## src/rtl/pong_pkg.sv

```systemverilog
// Shared Pong definitions: sequencer state encodings, score limit and ball speed defaults.
// The collision controller uses the score limit and speed defaults too.
package pong_pkg;

  typedef logic [2:0] state_t;

  localparam logic [2:0] IDLE  = 3'd0;
  localparam logic [2:0] SERVE = 3'd1;
  localparam logic [2:0] PLAY  = 3'd2;
  localparam logic [2:0] PAUSE = 3'd3;
  localparam logic [2:0] OVER  = 3'd4;

  localparam int unsigned SCORE_LIMIT  = 7;
  localparam int unsigned DEF_VEL_INIT = 2;
  localparam int unsigned DEF_VEL_MAX  = 8;
  localparam int unsigned DEF_Y_VEL    = 2;

endpackage

```

## src/rtl/pong_game_sequencer_rise_detect.sv

```systemverilog
// Rising-edge detector for a level input synchronous to game_clk.
// The rise output is combinational, so the event is seen in the same tick the input goes high.
module rise_detect (
  input  logic game_clk,
  input  logic reset,
  input  logic in,
  output logic rise
);

  logic in_q;

  // NOTE: registers take non-blocking assignments so every flop samples pre-edge values.
  always_ff @(posedge game_clk) begin
    if (!reset) in_q <= 1'b0;
    else        in_q <= in;
  end

  assign rise = in & ~in_q;

endmodule

```

## src/rtl/pong_game_sequencer.sv

```systemverilog
// Game-flow controller: idle, serve delay, rally, point pause and game over,
// driving ball speed and the ball-centre hold of the collision controller.
module pong_game_sequencer
  import pong_pkg::*;
#(
  parameter int unsigned SERVE_TICKS   = 60,
  parameter int unsigned PAUSE_TICKS   = 90,
  parameter int unsigned VEL_INIT      = DEF_VEL_INIT,
  parameter int unsigned VEL_MAX       = DEF_VEL_MAX,
  parameter int unsigned Y_VEL         = DEF_Y_VEL,
  parameter int unsigned HITS_PER_STEP = 4
) (
  input  logic       game_clk,
  input  logic       reset,
  input  logic       start,
  input  logic       wall_col,
  input  logic       paddle_col,
  input  logic       lossA,
  input  logic       lossB,
  output logic [3:0] x_ball_vel,
  output logic [3:0] y_ball_vel,
  output logic       ball_center_n,
  output logic       game_over,
  output logic       winner,
  output logic       beep,
  output logic [7:0] hit_count,
  output logic [2:0] state
);

  localparam logic [15:0] SERVE_LOAD = 16'(SERVE_TICKS - 1);
  localparam logic [15:0] PAUSE_LOAD = 16'(PAUSE_TICKS - 1);
  localparam logic [3:0]  SPEED_INIT = 4'(VEL_INIT);
  localparam logic [3:0]  SPEED_MAX  = 4'(VEL_MAX);
  localparam logic [3:0]  Y_SPEED    = 4'(Y_VEL);
  localparam logic [7:0]  STEP_LAST  = 8'(HITS_PER_STEP - 1);

  logic        start_rise;
  logic        wall_rise;
  logic        paddle_rise;
  logic [15:0] timer;
  logic [3:0]  speed;
  logic [7:0]  step_cnt;
  logic        loss;

  rise_detect u_start_rise  (.game_clk(game_clk), .reset(reset), .in(start),      .rise(start_rise));
  rise_detect u_wall_rise   (.game_clk(game_clk), .reset(reset), .in(wall_col),   .rise(wall_rise));
  rise_detect u_paddle_rise (.game_clk(game_clk), .reset(reset), .in(paddle_col), .rise(paddle_rise));

  assign loss = lossA | lossB;

  always_ff @(posedge game_clk) begin
    if (!reset) begin
      state     <= IDLE;
      timer     <= '0;
      speed     <= SPEED_INIT;
      step_cnt  <= '0;
      hit_count <= '0;
      beep      <= 1'b0;
      winner    <= 1'b0;
    end else begin
      beep <= 1'b0;
      case (state)
        IDLE: begin
          if (start_rise) begin
            state <= SERVE;
            timer <= SERVE_LOAD;
          end
        end
        SERVE: begin
          hit_count <= '0;
          speed     <= SPEED_INIT;
          step_cnt  <= '0;
          if (timer == '0) state <= PLAY;
          else             timer <= timer - 16'd1;
        end
        PLAY: begin
          // Loss beats wall beats paddle; a lower-priority event in the same tick is dropped.
          if (loss) begin
            state  <= OVER;
            winner <= lossA;
          end else if (wall_rise) begin
            state <= PAUSE;
            timer <= PAUSE_LOAD;
          end else if (paddle_rise) begin
            beep <= 1'b1;
            if (hit_count != 8'hFF) hit_count <= hit_count + 8'd1;
            if (step_cnt == STEP_LAST) begin
              step_cnt <= '0;
              if (speed < SPEED_MAX) speed <= speed + 4'd1;
            end else begin
              step_cnt <= step_cnt + 8'd1;
            end
          end
        end
        PAUSE: begin
          if (timer != '0) begin
            timer <= timer - 16'd1;
          end else if (loss) begin
            state  <= OVER;
            winner <= lossA;
          end else begin
            state <= SERVE;
            timer <= SERVE_LOAD;
          end
        end
        OVER: ;
        default: state <= IDLE;
      endcase
    end
  end

  // Run inputs are decoded from the registered state, so they follow it with no extra delay.
  assign x_ball_vel    = (state == PLAY) ? speed   : 4'd0;
  assign y_ball_vel    = (state == PLAY) ? Y_SPEED : 4'd0;
  assign ball_center_n = (state == PLAY);
  assign game_over     = (state == OVER);

endmodule

```

## config.mk

```make
export PLATFORM = sky130hd
export DESIGN_NAME = pong_game_sequencer
export DESIGN_NICKNAME = d
export VERILOG_FILES = /design/src/rtl/pong_pkg.sv /design/src/rtl/pong_game_sequencer_rise_detect.sv /design/src/rtl/pong_game_sequencer.sv
export SDC_FILE = /design/constraint.sdc
export NUM_CORES = 1
export LEC_CHECK = 0
export CORE_MARGIN = 2
export CORE_UTILIZATION = 51
export CTS_CLUSTER_SIZE = 20
export DETAILED_ROUTE_END_ITERATION = 7
export GPL_ROUTABILITY_DRIVEN = 0
export PLACE_DENSITY_LB_ADDON = 0.3
export SETUP_SLACK_MARGIN = 0.02
export SYNTH_ARGS = -nofsm -noshare
export SYNTH_HDL_FRONTEND = slang
export SYNTH_SLANG_ARGS = --single-unit
```

## constraint.sdc

```tcl
create_clock -name game_clk -period 5.5 [get_ports game_clk]
set_input_delay 0.55 -clock game_clk [delete_from_list [all_inputs] [get_ports game_clk]]
set_output_delay 0.55 -clock game_clk [all_outputs]
set_load 0.01 [all_outputs]
```

==> out/summary.md <==
sky130_fd_sc_hd__dfxtp_1 is the most common cell in the netlist. In the routed layout, each cell is associated on average with a via count of 6.05. The flow ran to the end, and the final reports show no timing, DRC or antenna violations. The worst setup path is of the reg2reg kind. Summing the areas of all and, or, nand and nor instances in the mapped netlist gives 26.6% of the synthesized area. The tools report the largest net degree at the start of global routing as 27.

By count the netlist is led by sky130_fd_sc_hd__dfxtp_1 (44), sky130_fd_sc_hd__nor2_1 (31), sky130_fd_sc_hd__nand2_1 (28). The tools report the number of buffers inserted during clock tree synthesis as 5. In this run, synthesis produced a sequential element count of 44. Async set-reset flop share out of synthesis: 0%. In this run the power density over the cells is 304 mW/mm2. TritonCTS built the clock tree.

In the final routed layout, each cell accounts on average for 14.5 um. The number of diodes was 0. Clock skew on the completed layout was measured at 6.24 ps. Setup violations remaining at the end of the flow were counted as 0. Multiplexer cells account for 0.845% of the synthesized area. The number of antenna-violating nets in the routed design is 0. The path class of the tightest hold or removal check is reg2reg. Clock-pin slew was measured on the worst setup and hold paths at 80 ps. The routed layout has 2165 vias. The run gives 0.817 mW as the sum of internal, switching and leakage power. The max-capacitance violation count is 0, and the global routing usage on met2 is 32.0%.

CTS placed an instance of sky130_fd_sc_hd__clkbuf_8 at the clock tree root. The number of placed I/O pins came out at 30. The number of remaining DRC errors is 0, and the met3 capacity usage during global routing is 4.31%.

The number of cells produced by synthesis is 290. Setup repair after global routing left no endpoint under its margin. In this run the biggest area consumer among cell types represents 37.2% of the synthesized area. For this block, the routed nets add up to 5.18 mm of wire.

Along the worst path, the maximum fanout reaches 18. The run gives 37.2% as the proportion of synthesized chip area in sequential cells. Of all cell types, the one taking the most synthesized area is sky130_fd_sc_hd__dfxtp_1.

STA classifies the critical path startpoint as a flip-flop. The floorplan step defined a die boundary enclosing 0.00521 mm2. The number of different library cells used by synthesis comes to 56. The number of antenna violations at the first check in global routing is 0, and the synthesized area per cell is 8.17 um2. The upper clock frequency limit was 0.349 GHz.

Sorting the synthesized cells by area gives the leading types as sky130_fd_sc_hd__dfxtp_1 (37%), sky130_fd_sc_hd__nor2_1 (4.9%), sky130_fd_sc_hd__a21oi_1 (4.4%). The adder and majority gate portion of the synthesized area works out to 2.64%. The tools report the start of the worst register-to-register path as state[1].

The dominant combinational cell family by area after synthesis was simple AND/OR/NAND/NOR gates. The worst voltage drop across the vdd grid came out at 162 uV. The share of the synthesized area in compound gates (AO/OA/AOI/OAI) is 22.9%, and the final global-route overflow total is 0. The die is 72.2 um tall. Yosys printed 0 warnings. The number of synthesized flops with an enable pin is 0.

Global routing used 21.6% of the available tracks. For the global routing met1 resource utilization, the log shows 32.1%. The analysis attributes to cell leakage a power of 0.984 nW.

The initialized floorplan defines 24 standard-cell rows. Once the floorplan was initialized, standard cells occupied 53.7% of the core. The global routing stage identified its most utilized layer as met1. The final critical path takes up 52.1% of the cycle. The post-synth design cell area is 0.00237 mm2. The reg2reg setup slack is 2640 ps, and the worst path required time is 5710 ps. The fraction of final layout cells sized beyond drive strength 1 came out at 5.23%.

The post-layout minimum cycle time works out to 2860 ps. The logs give 0 for the max-slew violation count and 286 for the initial DRC count. The tools report the capturing element type of the critical path as a flip-flop. The count of final hold-check violations is 0, and the worst reg-to-reg path cell count is 6. The relative area change from synthesis to final layout is 13.5%.

The number of buffers inserted to repair setup after CTS was 0; the number of buffers between clock root and the deepest sink was 2. In this run, post-CTS repair resized a total of 0 instances. The first global-routing pass estimated 9.09 mm of wire. During placement, the flow inserted port buffers numbering 26. Launch point of the critical path: state[1]. Data arrives at the worst endpoint at 3080 ps. The critical path ends at hit_count[5]. The run gives 1916 as the via count of the first global-routing pass.

In this run the horizontal extent of the chip is 72.2 um. Measured against its own limit, the worst slew margin works out to 37.6%. The total clock sinks came out at 44. The clock tree synthesis step divided the H-tree into 2 levels. The region available for standard cell placement spans 0.00441 mm2. In the synthesized netlist the dominant register cell turns out to be sky130_fd_sc_hd__dfxtp_1. The worst register-to-register path ends at hit_count[5]. The clock reaches the later pin of the worst-skew pair after 290 ps. The half-perimeter wire length after detailed placement is 3.57 mm, and the hold buffer count at cts is 0. The xor/xnor cell area share of the yosys netlist works out to 4.07%. In the final design database the tool counted 317 nets. The first detailed-routing pass took 4 iterations. At the pin with the least slew margin, the transition time is 933 ps. For the final routed database, the setup TNS stands at 0 ps.
## routing by layer
metal	part of all wire (%)	vias to the layer above	routed length, um
met4	0.85	0	44
met2	44	91	2290
met3	7.1	7	366
met1	48	987	2490
li1	-	1080	-
met5	0	-	0
## cells by family after synthesis
family,after synthesis
AOI/OAI and AO/OA,80
xor gates and xnor gates,11
adders and majority gates,5
buffers and inverters,27
DFF,44
muxes,2
other,1
and+or+nand+nor,120
## where the power goes
part | internal (mW) | switching (mW)
Combinational | 0.0901 | 0.152
Clock | 0.102 | 0.109
Sequential | 0.340 | 0.0242
Total | 0.532 | 0.285
## placed cells by master, fill, tap and decap left out, types with 3 or more instances in the layout
cell type                         instances
sky130_fd_sc_hd__xor2_1                  10
sky130_fd_sc_hd__o21ai_0                 11
sky130_fd_sc_hd__inv_1                    7
sky130_fd_sc_hd__or4_1                    4
sky130_fd_sc_hd__nand2b_1                 4
sky130_fd_sc_hd__nor2b_1                  5
sky130_fd_sc_hd__and2_1                  10
sky130_fd_sc_hd__o211ai_1                 3
sky130_fd_sc_hd__nand3_1                  7
sky130_fd_sc_hd__o2111ai_1                4
sky130_fd_sc_hd__nand2_1                 28
sky130_fd_sc_hd__a211oi_1                 3
sky130_fd_sc_hd__o22ai_1                  7
sky130_fd_sc_hd__clkbuf_8                 6
sky130_fd_sc_hd__ha_1                     5
sky130_fd_sc_hd__nor2_1                  31
sky130_fd_sc_hd__a31oi_1                  3
sky130_fd_sc_hd__dfxtp_1                 44
sky130_fd_sc_hd__or3_1                    8
sky130_fd_sc_hd__and3_1                   3
sky130_fd_sc_hd__nor3_1                   7
sky130_fd_sc_hd__or4b_2                   3
sky130_fd_sc_hd__clkdlybuf4s50_1         26
sky130_fd_sc_hd__a21oi_1                 21
sky130_fd_sc_hd__conb_1                   3
sky130_fd_sc_hd__o31ai_1                  4
## cell type report
cell class                      count  area [um2]
Clock buffer                        7        86.3
Sequential cell                    44         881
Tap cell                           52        65.1
Inverter                            7        26.3
Fill cell                         393        1730
Multi-Input combinational cell    221        1360
Clock inverter                      1        7.51
Timing Repair Buffer               26         260
## how the worst min path moves through the flow
stage,from,cells after the start,slack [ps],to
after floorplan,timer[0],1,440,timer[0]
after global placement,timer[0],1,460,timer[0]
after detailed placement,timer[0],1,470,timer[0]
after CTS,timer[14],2,490,timer[14]
after global routing,timer[9],2,510,timer[9]
final,timer[0],1,490,timer[0]
## flip-flops by register name, summed over array words and instances, names as in the netlist
signal and flops:
timer 16, speed 4, u_paddle_rise.in_q 1, winner 1
u_start_rise.in_q 1, u_wall_rise.in_q 1, beep 1, state 3
hit_count 8, step_cnt 8
## worst max-delay path, stage by stage, from the launching register on
cell and delay, ps:
sky130_fd_sc_hd__dfxtp_1 680, sky130_fd_sc_hd__nand2_1 210, sky130_fd_sc_hd__inv_1 360, sky130_fd_sc_hd__and4_1 600
sky130_fd_sc_hd__o21ai_1 250, sky130_fd_sc_hd__or4_1 520, sky130_fd_sc_hd__a21oi_1 150
## through the flow
| stage | hold WS [ps] | area (um2) | util (%) | setup slack [ps] | instances |
|---|---|---|---|---|---|
| 6_report | 490 | 2690 | 60.9 | 2640 | 358 |
| 5_1_grt | 512 | 2690 | 60.9 | 2310 | 358 |
| 4_1_cts | 488 | 2690 | 60.9 | 2640 | 358 |
| 3_5_place_dp | 472 | 2590 | 58.8 | 2620 | 350 |
| 3_3_place_gp | 462 | 2590 | 58.8 | 2670 | 350 |
| 2_1_floorplan | 438 | 2380 | - | 3330 | 292 |
Note: power is estimated with default switching activity, not from simulation.
